[src/rtl/alu_mul_seq_if.sv]
// Request/result bundle between the processor and the MUL sequencer.
interface alu_mul_seq_if;
  logic       start_i;
  logic [7:0] a_i;
  logic [7:0] b_i;
  logic       busy_o;
  logic       done_o;
  logic [7:0] product_o;

  modport master (
    output start_i, a_i, b_i,
    input  busy_o, done_o, product_o
  );

  modport slave (
    input  start_i, a_i, b_i,
    output busy_o, done_o, product_o
  );
endinterface

[src/rtl/alu_mul_seq.sv]
// Shift-add 8x8 multiplier (low byte) that borrows the shared ALU for all arithmetic.
module alu_mul_seq #(
  parameter int unsigned MAX_ITER = 8,
  parameter logic [2:0]  OP_AND   = 3'b000,
  parameter logic [2:0]  OP_ADD   = 3'b001,
  parameter logic [2:0]  OP_SLL   = 3'b010,
  parameter logic [2:0]  OP_SRL   = 3'b011,
  parameter logic [2:0]  OP_SEQ   = 3'b111
) (
  input  logic       clk_i,
  input  logic       reset_i,
  alu_mul_seq_if.slave bus,
  output logic [2:0] alu_opcode_o,
  output logic [7:0] alu_rs_o,
  output logic [7:0] alu_rt_o,
  input  logic [7:0] alu_result_i,
  input  logic       alu_zero_i
);

  typedef enum logic [2:0] {
    S_IDLE,
    S_CHK,
    S_ADD,
    S_SHL,
    S_SHR,
    S_DONE
  } state_t;

  localparam logic [2:0] LAST_ITER = 3'(MAX_ITER - 1);

  state_t     state, state_nxt;
  logic [7:0] mcand, mcand_nxt;
  logic [7:0] mplier, mplier_nxt;
  logic [7:0] acc, acc_nxt;
  logic [2:0] iter, iter_nxt;
  logic [7:0] product, product_nxt;

  always_ff @(posedge clk_i) begin
    if (reset_i) begin
      state   <= S_IDLE;
      mcand   <= '0;
      mplier  <= '0;
      acc     <= '0;
      iter    <= '0;
      product <= '0;
    end else begin
      state   <= state_nxt;
      mcand   <= mcand_nxt;
      mplier  <= mplier_nxt;
      acc     <= acc_nxt;
      iter    <= iter_nxt;
      product <= product_nxt;
    end
  end

  // Each state presents its ALU operation and consumes the result at its exit edge.
  always_comb begin
    state_nxt    = state;
    mcand_nxt    = mcand;
    mplier_nxt   = mplier;
    acc_nxt      = acc;
    iter_nxt     = iter;
    product_nxt  = product;
    alu_opcode_o = OP_AND;
    alu_rs_o     = '0;
    alu_rt_o     = '0;

    unique case (state)
      S_IDLE: begin
        if (bus.start_i) begin
          mcand_nxt  = bus.a_i;
          mplier_nxt = bus.b_i;
          acc_nxt    = '0;
          iter_nxt   = '0;
          state_nxt  = S_CHK;
        end
      end
      S_CHK: begin
        alu_opcode_o = OP_SEQ;
        alu_rs_o     = mplier;
        if (alu_zero_i) begin
          product_nxt = acc;
          state_nxt   = S_DONE;
        end else if (mplier[0]) begin
          state_nxt = S_ADD;
        end else begin
          state_nxt = S_SHL;
        end
      end
      S_ADD: begin
        alu_opcode_o = OP_ADD;
        alu_rs_o     = acc;
        alu_rt_o     = mcand;
        acc_nxt      = alu_result_i;
        state_nxt    = S_SHL;
      end
      S_SHL: begin
        alu_opcode_o = OP_SLL;
        alu_rs_o     = mcand;
        alu_rt_o     = 8'd1;
        mcand_nxt    = alu_result_i;
        state_nxt    = S_SHR;
      end
      S_SHR: begin
        alu_opcode_o = OP_SRL;
        alu_rs_o     = mplier;
        mplier_nxt   = alu_result_i;
        iter_nxt     = iter + 3'd1;
        if (iter == LAST_ITER) begin
          product_nxt = acc;
          state_nxt   = S_DONE;
        end else begin
          state_nxt = S_CHK;
        end
      end
      S_DONE: begin
        state_nxt = S_IDLE;
      end
      default: begin
        state_nxt = S_IDLE;
      end
    endcase
  end

  always_comb begin
    bus.busy_o    = (state == S_CHK) || (state == S_ADD) ||
                    (state == S_SHL) || (state == S_SHR);
    bus.done_o    = (state == S_DONE);
    bus.product_o = product;
  end

endmodule

[src/flat_wrapper.sv]
// flat-port wrapper written by rule: the top's interface ports become plain ports
module alu_mul_seq_flat 
#(
  parameter int unsigned MAX_ITER = 8,
  parameter logic [2:0]  OP_AND   = 3'b000,
  parameter logic [2:0]  OP_ADD   = 3'b001,
  parameter logic [2:0]  OP_SLL   = 3'b010,
  parameter logic [2:0]  OP_SRL   = 3'b011,
  parameter logic [2:0]  OP_SEQ   = 3'b111
)
  (clk_i, reset_i, alu_opcode_o, alu_rs_o, alu_rt_o, alu_result_i, alu_zero_i, bus_start_i, bus_a_i, bus_b_i, bus_busy_o, bus_done_o, bus_product_o);
  alu_mul_seq_if bus_i ();
  input  logic clk_i;
  input  logic reset_i;
  output logic [2:0] alu_opcode_o;
  output logic [7:0] alu_rs_o;
  output logic [7:0] alu_rt_o;
  input  logic [7:0] alu_result_i;
  input  logic alu_zero_i;
  input wire logic [$bits(bus_i.start_i)-1:0] bus_start_i;
  input wire logic [$bits(bus_i.a_i)-1:0] bus_a_i;
  input wire logic [$bits(bus_i.b_i)-1:0] bus_b_i;
  output wire logic [$bits(bus_i.busy_o)-1:0] bus_busy_o;
  output wire logic [$bits(bus_i.done_o)-1:0] bus_done_o;
  output wire logic [$bits(bus_i.product_o)-1:0] bus_product_o;
  assign bus_i.start_i = bus_start_i;
  assign bus_i.a_i = bus_a_i;
  assign bus_i.b_i = bus_b_i;
  assign bus_busy_o = bus_i.busy_o;
  assign bus_done_o = bus_i.done_o;
  assign bus_product_o = bus_i.product_o;
  alu_mul_seq #(.MAX_ITER(MAX_ITER), .OP_AND(OP_AND), .OP_ADD(OP_ADD), .OP_SLL(OP_SLL), .OP_SRL(OP_SRL), .OP_SEQ(OP_SEQ)) u_core (.clk_i(clk_i), .reset_i(reset_i), .bus(bus_i), .alu_opcode_o(alu_opcode_o), .alu_rs_o(alu_rs_o), .alu_rt_o(alu_rt_o), .alu_result_i(alu_result_i), .alu_zero_i(alu_zero_i));
endmodule
[config.mk]
export PLATFORM = sky130hd
export DESIGN_NAME = alu_mul_seq_flat
export DESIGN_NICKNAME = d
export VERILOG_FILES = /design/src/rtl/alu_mul_seq_if.sv /design/src/rtl/alu_mul_seq.sv /design/src/flat_wrapper.sv
export SDC_FILE = /design/constraint.sdc
export NUM_CORES = 1
export LEC_CHECK = 0
export ABC_AREA = 1
export CAP_MARGIN = 20
export CORE_MARGIN = 2
export CORE_UTILIZATION = 35
export CTS_BUF_LIST = sky130_fd_sc_hd__clkbuf_8
export DETAILED_ROUTE_END_ITERATION = 8
export PLACE_DENSITY_LB_ADDON = 0.12
export RECOVER_POWER = 50
export SYNTH_ARGS = -nofsm -noshare
export SYNTH_HDL_FRONTEND = slang
export SYNTH_SLANG_ARGS = --single-unit
[constraint.sdc]
create_clock -name clk_i -period 2.7 [get_ports clk_i]
set_input_delay 0.54 -clock clk_i [delete_from_list [all_inputs] [get_ports clk_i]]
set_output_delay 0.54 -clock clk_i [all_outputs]
set_load 0.005 [all_outputs]
==> metrics.cfg, run 1 <==
[status]
outcome=complete, no violations

[layout]
drive_gt1_frac=0.0571
layout.cells.most_common=sky130_fd_sc_hd__nand2_1
fillers=559
layout.cells.most_common_list=70 x sky130_fd_sc_hd__nand2_1, 56 x sky130_fd_sc_hd__nor2_1, 54 x sky130_fd_sc_hd__clkdlybuf4s50_1
insertedDiodeCount=0
design_area_mm2=0.00268
num-nets-final=379
area.growth.synth_to_final_pct=40.8

[route]
drt_first_iter_violations=142
routedWlPerCell_um=12.2
wirelength_um=5120
antenna_violating_nets_post_route=0
drc=0
via_count_normalized_by_instance_count=4.60
dr.pass1.iters=4
via_count=1933

[global_route]
grtUsageTotal=0.176
via_count_of_the_first_global_routing_pass=1783
gr-total-overflow=0
grt_antenna_before_repair=0
grt_max_degree=24
grt_pass1_wl_um=8510

[worst_setup_path]
timing.critical_path.mode_cell=sky130_fd_sc_hd__nand2_1
worstPathArrival_ns=1.99
critical-path-slowest-cell=sky130_fd_sc_hd__dfxtp_1
r2r-start=u_core.state[1]$_SDFFE_PP0P_
setup.worst_path.start_class=register
worst-r2r-setup-slack_ns=1.08
critical_path.endpoint_type=primary output
path_depth=6
worst_case_reg_to_reg_path_depth=6
path_buf_inv=2
critical_path_class=register to primary output
timing.critical_path.from=u_core.state[1]$_SDFFE_PP0P_
maximum_single_stage_delay_on_the_critical_path_ns=0.52
reg2reg_to=u_core.mcand[4]$_SDFFE_PP0P_
critical-path-top-delay-family=buffers and inverters
worstPathMaxFanout=9
critical_path.cell_chain=inv_1 -> nand3_1 -> nand2_1 -> nand2_1 -> o221ai_1 -> clkdlybuf4s50_1
worst_setup_path_endpoint=alu_rs_o[1]
cp.required_ns=2.16

[timing]
setup_ws_ns=0.166
rsz0062_at_grt=false
worst_hold_slack_ns=0.460
finalHoldViolations=0
final_max_slew_viol_count=0
worst_clock_skew_on_the_final_layout_ns=0.0107
post-route-period-util=0.939
max_freq_mhz=395
finalSetupTns_ns=0
final-setup-viol-count=0
layout_min_cycle_time_ns=2.53
tightestPinTransition_ns=0.465
worst_slew_margin_rel=0.690

[power]
cellLeakagePower_nw=1.14
total_power_consumption_mw=1.72
power_per_cell_area_mw_per_mm2=642
worst_ir_drop_vdd_mv=0.268

[clock_tree]
htree_levels=2
cts.hold.buffers_added=0
cts_tree=done
cts.path.max_buffers=2
numCtsBuffers=5
cts_setup_buffers=0
clock_sink_count=38
clk_pin_slew_ns=0.08
ctsResizeCount=0
worstSkewPairLatency_ns=0.29
clock-root-buffer=sky130_fd_sc_hd__clkbuf_8

[logic_synthesis]
postSynthAreaPerCell_um2=6.53
synth-seq-cells=38
post_synth_num_cell_types=21
mapped_nets=321
ys.warnings.count=0
synth_area_mm2=0.00190
netlist_instances=291
seq_area_frac_synth=0.400

[floorplanning]
die_area_mm2=0.00604
die_width_um=77.7
initial_util=0.367
core_mm2=0.00517
std_cell_rows=26
io_pins=57
die_h_um=77.7

[place]
globalplace.congestion=0.774
io_buffer_count=56
setup_slack_after_placement_ns=0.407
detailedPlacementHpwl_um=3900
detailed_place.area_mm2=0.00254

[job]
max-cap-violations=0

[min_path]
hold_class=register to register

==> layout make-up <==
cell class / count / area (um2) / area share
Inverter: 35 / 131 / 0.0491
Clock buffer: 6 / 82.6 / 0.0309
Clock inverter: 2 / 60.1 / 0.0224
Timing Repair Buffer: 64 / 609 / 0.228
Sequential cell: 38 / 761 / 0.284
Tap cell: 70 / 87.6 / 0.0327
Multi-Input combinational cell: 205 / 945 / 0.353
==> kinds of logic (layout without fill, tap and decap cells) <==
logic type | after synthesis | after routing | synth area share
buffers and inverters | 48 | 107 | 0.104
AOI/OAI and AO/OA | 51 | 51 | 0.152
adders and majority gates | 2 | 2 | 0.0132
and+or+nand+nor | 152 | 152 | 0.330
DFF | 38 | 38 | 0.400
==> routing by layer <==
| layer | vias up | share of wire | GRT usage |
|---|---|---|---|
| met3 | 5 | 0.059 | 0.0372 |
| met2 | 50 | 0.44 | 0.264 |
| li1 | 1041 | - | - |
| met5 | - | 0 | 0 |
| met4 | 0 | 0.0076 | 0.0536 |
| met1 | 837 | 0.49 | 0.253 |
==> state kept, by name, summed over array words and instances (netlist names) <==
signal / flops
u_core.acc: 8
u_core.bus.product_o: 8
u_core.iter: 3
u_core.mcand: 8
u_core.mplier: 8
u_core.state: 3
==> Yosys cell counts <==
cell type | count | area [um2]
sky130_fd_sc_hd__dfxtp_1 | 38 | 761
sky130_fd_sc_hd__nand3_2 | 3 | 30.0
sky130_fd_sc_hd__o21ai_0 | 23 | 115
sky130_fd_sc_hd__nand3_1 | 18 | 90.1
sky130_fd_sc_hd__o31ai_1 | 1 | 7.51
sky130_fd_sc_hd__a31oi_1 | 1 | 6.26
sky130_fd_sc_hd__buf_2 | 8 | 40.0
sky130_fd_sc_hd__inv_2 | 2 | 7.51
sky130_fd_sc_hd__nand2_1 | 70 | 263
sky130_fd_sc_hd__inv_1 | 33 | 124
sky130_fd_sc_hd__o21ai_1 | 3 | 15.0
sky130_fd_sc_hd__o221ai_1 | 8 | 70.1
sky130_fd_sc_hd__clkbuf_1 | 3 | 11.3
sky130_fd_sc_hd__a21oi_1 | 15 | 75.1
sky130_fd_sc_hd__nor3_1 | 1 | 5.00
sky130_fd_sc_hd__nor2_1 | 56 | 210
sky130_fd_sc_hd__nand2_2 | 2 | 12.5
sky130_fd_sc_hd__ha_1 | 2 | 25.0
sky130_fd_sc_hd__nand4_1 | 1 | 6.26
sky130_fd_sc_hd__buf_4 | 2 | 15.0
sky130_fd_sc_hd__nor2_4 | 1 | 11.3
==> worst min-delay path by stage <==
stage | startpoint | cells past startpoint | end | slack [ns]
after CTS | u_core.iter[0]$_SDFFE_PP0P_ | 1 | u_core.iter[0]$_SDFFE_PP0P_ | 0.46
after detailed placement | u_core.iter[0]$_SDFFE_PP0P_ | 1 | u_core.iter[0]$_SDFFE_PP0P_ | 0.45
after floorplan | u_core.iter[0]$_SDFFE_PP0P_ | 1 | u_core.iter[0]$_SDFFE_PP0P_ | 0.43
after global routing | u_core.iter[0]$_SDFFE_PP0P_ | 1 | u_core.iter[0]$_SDFFE_PP0P_ | 0.49
final | u_core.iter[0]$_SDFFE_PP0P_ | 1 | u_core.iter[0]$_SDFFE_PP0P_ | 0.46
after global placement | u_core.iter[0]$_SDFFE_PP0P_ | 1 | u_core.iter[0]$_SDFFE_PP0P_ | 0.45
==> report_power, final <==
part,total [mW],switching [mW],internal [mW]
clock network,0.600,0.206,0.394
logic,0.455,0.246,0.209
registers,0.663,0.0376,0.625
==> through the flow <==
| stage | utilization | cells |
|---|---|---|
| floorplan | - | 291 |
| global placement | 0.492 | 412 |
| detailed placement | 0.492 | 412 |
| CTS | 0.519 | 420 |
| global route | 0.517 | 420 |
| finish | 0.517 | 420 |
Power figures use the tool's default switching activity.
==> inputs of run 2 (changes only) <==
Settings changed: CAP_MARGIN 20 to not set, CTS_BUF_LIST sky130_fd_sc_hd__clkbuf_8 to sky130_fd_sc_hd__clkbuf_16, CTS_CLUSTER_DIAMETER set to 80.
==> run 2 against run 1 <==
Non-clock buffer count stayed put; clock power increased by 25%; power up 9.2%; final cell count unchanged; design area rose by 1.9%; clock-buffer cell count fell by 1; highest routed layer unchanged.
==> metrics.cfg, run 2 (synthesized netlist as in run 1, its figures left out) <==
[layout]
num-nets-final=379
layout.cells.most_common=sky130_fd_sc_hd__nand2_1
fillers=548
layout.cells.most_common_list=70 x sky130_fd_sc_hd__nand2_1, 56 x sky130_fd_sc_hd__nor2_1, 55 x sky130_fd_sc_hd__clkdlybuf4s50_1
final-instance-count-excl-fill=420
insertedDiodeCount=0
drive_gt1_frac=0.0543
area.growth.synth_to_final_pct=43.5

[clock_tree]
numCtsBuffers=5
cts_setup_buffers=0
worstSkewPairLatency_ns=0.28
clock_sink_count=38
ctsResizeCount=0
clk_pin_slew_ns=0.06
cts_tree=done
htree_levels=2
cts.hold.buffers_added=0
cts.path.max_buffers=2
clock-root-buffer=sky130_fd_sc_hd__clkbuf_16

[worst_setup_path]
cp.required_ns=2.16
setup.worst_path.start_class=register
critical-path-slowest-cell=sky130_fd_sc_hd__dfxtp_1
timing.critical_path.mode_cell=sky130_fd_sc_hd__nand2_1
worst_setup_path_endpoint=alu_rs_o[7]
worst_case_reg_to_reg_path_depth=7
critical_path.endpoint_type=primary output
critical_path_class=register to primary output
critical_path.cell_chain=inv_1 -> nand3_1 -> nand2_1 -> nand2_1 -> o221ai_1 -> clkdlybuf4s50_1
worstPathArrival_ns=1.97
worst-r2r-setup-slack_ns=0.88
reg2reg_to=u_core.mcand[0]$_SDFFE_PP0P_
timing.critical_path.from=u_core.state[1]$_SDFFE_PP0P_
maximum_single_stage_delay_on_the_critical_path_ns=0.51
worstPathMaxFanout=9
r2r-start=u_core.state[2]$_SDFFE_PP0P_

[status]
outcome=complete, no violations

[power]
power_spent_charging_and_discharging_nets_mw=0.511
power.internal_mw=1.37
power_per_cell_area_mw_per_mm2=688
clkPwrFrac=0.401
pwr-share-seq=0.354
cellLeakagePower_nw=1.17
sw_frac_of_total=0.272
worst_ir_drop_vdd_mv=0.275
power.combinational.fraction=0.246

[route]
routedWlPerCell_um=12.3
drc=0
wirelength_um=5150
antenna_violating_nets_post_route=0
drt_first_iter_violations=136
dr.pass1.iters=4
via_count=1945
via_count_normalized_by_instance_count=4.63

[place]
globalplace.congestion=0.774
dp.cells=412
detailedPlacementHpwl_um=3900
io_buffer_count=56

[timing]
post-route-period-util=0.931
worst_slew_margin_rel=0.576
worst_hold_slack_ns=0.458
tightestPinTransition_ns=0.636
worst_clock_skew_on_the_final_layout_ns=0.00583
finalHoldViolations=0
layout_min_cycle_time_ns=2.51
finalSetupTns_ns=0
rsz0062_at_grt=false
final-setup-viol-count=0
max_freq_mhz=398
final_max_slew_viol_count=0

[global_route]
grt_max_degree=24
gr-total-overflow=0
grtUsageTotal=0.179
via_count_of_the_first_global_routing_pass=1784
grt_pass1_wl_um=8570
grt_antenna_before_repair=0

[floorplanning]
io_pins=57
die_area_mm2=0.00604
die_h_um=77.7
initial_util=0.367
core_mm2=0.00517
std_cell_rows=26
die_width_um=77.7

[job]
max-cap-violations=0

[min_path]
min_delay_path_depth=1
hold_class=register to register

run 2: cell types whose count changed in the layout (fill, tap and decap cells not counted), sizes merged:
cell / delta
dlygate4sd3: -1
clkbuf: -1
clkinv: +1
clkdlybuf4s50: +1
run 2: layout make-up:
class                           count  area [um2]  share of cell area
Multi-Input combinational cell    205         950               0.348
Sequential cell                    38         761               0.279
Timing Repair Buffer               64         609               0.223
Inverter                           35         131              0.0482
Clock buffer                        5         125              0.0459
Tap cell                           70        87.6              0.0321
Clock inverter                      3        63.8              0.0234
run 2: critical path: cells and delay by family, from the launching register on:
kind / cells / cell delay, ns
and+or+nand+nor: 3 / 0.48
buffers and inverters: 2 / 0.59
AOI/OAI and AO/OA: 1 / 0.12
DFF: 1 / 0.51
run 2: worst min-delay path by stage:
stage / from / endpoint
2_1_floorplan: u_core.iter[0]$_SDFFE_PP0P_ / u_core.iter[0]$_SDFFE_PP0P_
3_3_place_gp: u_core.iter[0]$_SDFFE_PP0P_ / u_core.iter[0]$_SDFFE_PP0P_
3_5_place_dp: u_core.iter[0]$_SDFFE_PP0P_ / u_core.iter[0]$_SDFFE_PP0P_
4_1_cts: u_core.iter[0]$_SDFFE_PP0P_ / u_core.iter[0]$_SDFFE_PP0P_
5_1_grt: u_core.iter[0]$_SDFFE_PP0P_ / u_core.iter[0]$_SDFFE_PP0P_
6_report: u_core.iter[0]$_SDFFE_PP0P_ / u_core.iter[0]$_SDFFE_PP0P_
run 2: layer usage:
layer / track usage / wire, um
met1: 0.251 / 2520
met2: 0.268 / 2270
met3: 0.0512 / 336
met4: 0.0482 / 21
met5: 0 / 0
run 2: through the flow:
stage	worst slack, ns	total power, mW	util	cell area [um2]
floorplan	1.15	0.930	-	1900
global placement	0.435	1.14	0.492	2540
detailed placement	0.407	1.14	0.492	2540
CTS	0.103	1.90	0.528	2730
global route	0.0275	1.98	0.527	2730
finish	0.185	1.88	0.527	2730
run 2: power groups by stage:
stage | sequential (mW) | combinational (mW) | clock (mW)
after CTS | 0.663 | 0.466 | 0.768
final | 0.664 | 0.461 | 0.752
after detailed placement | 0.675 | 0.463 | 0
after global placement | 0.674 | 0.461 | 0
after global routing | 0.671 | 0.523 | 0.790
after floorplan | 0.665 | 0.265 | 0
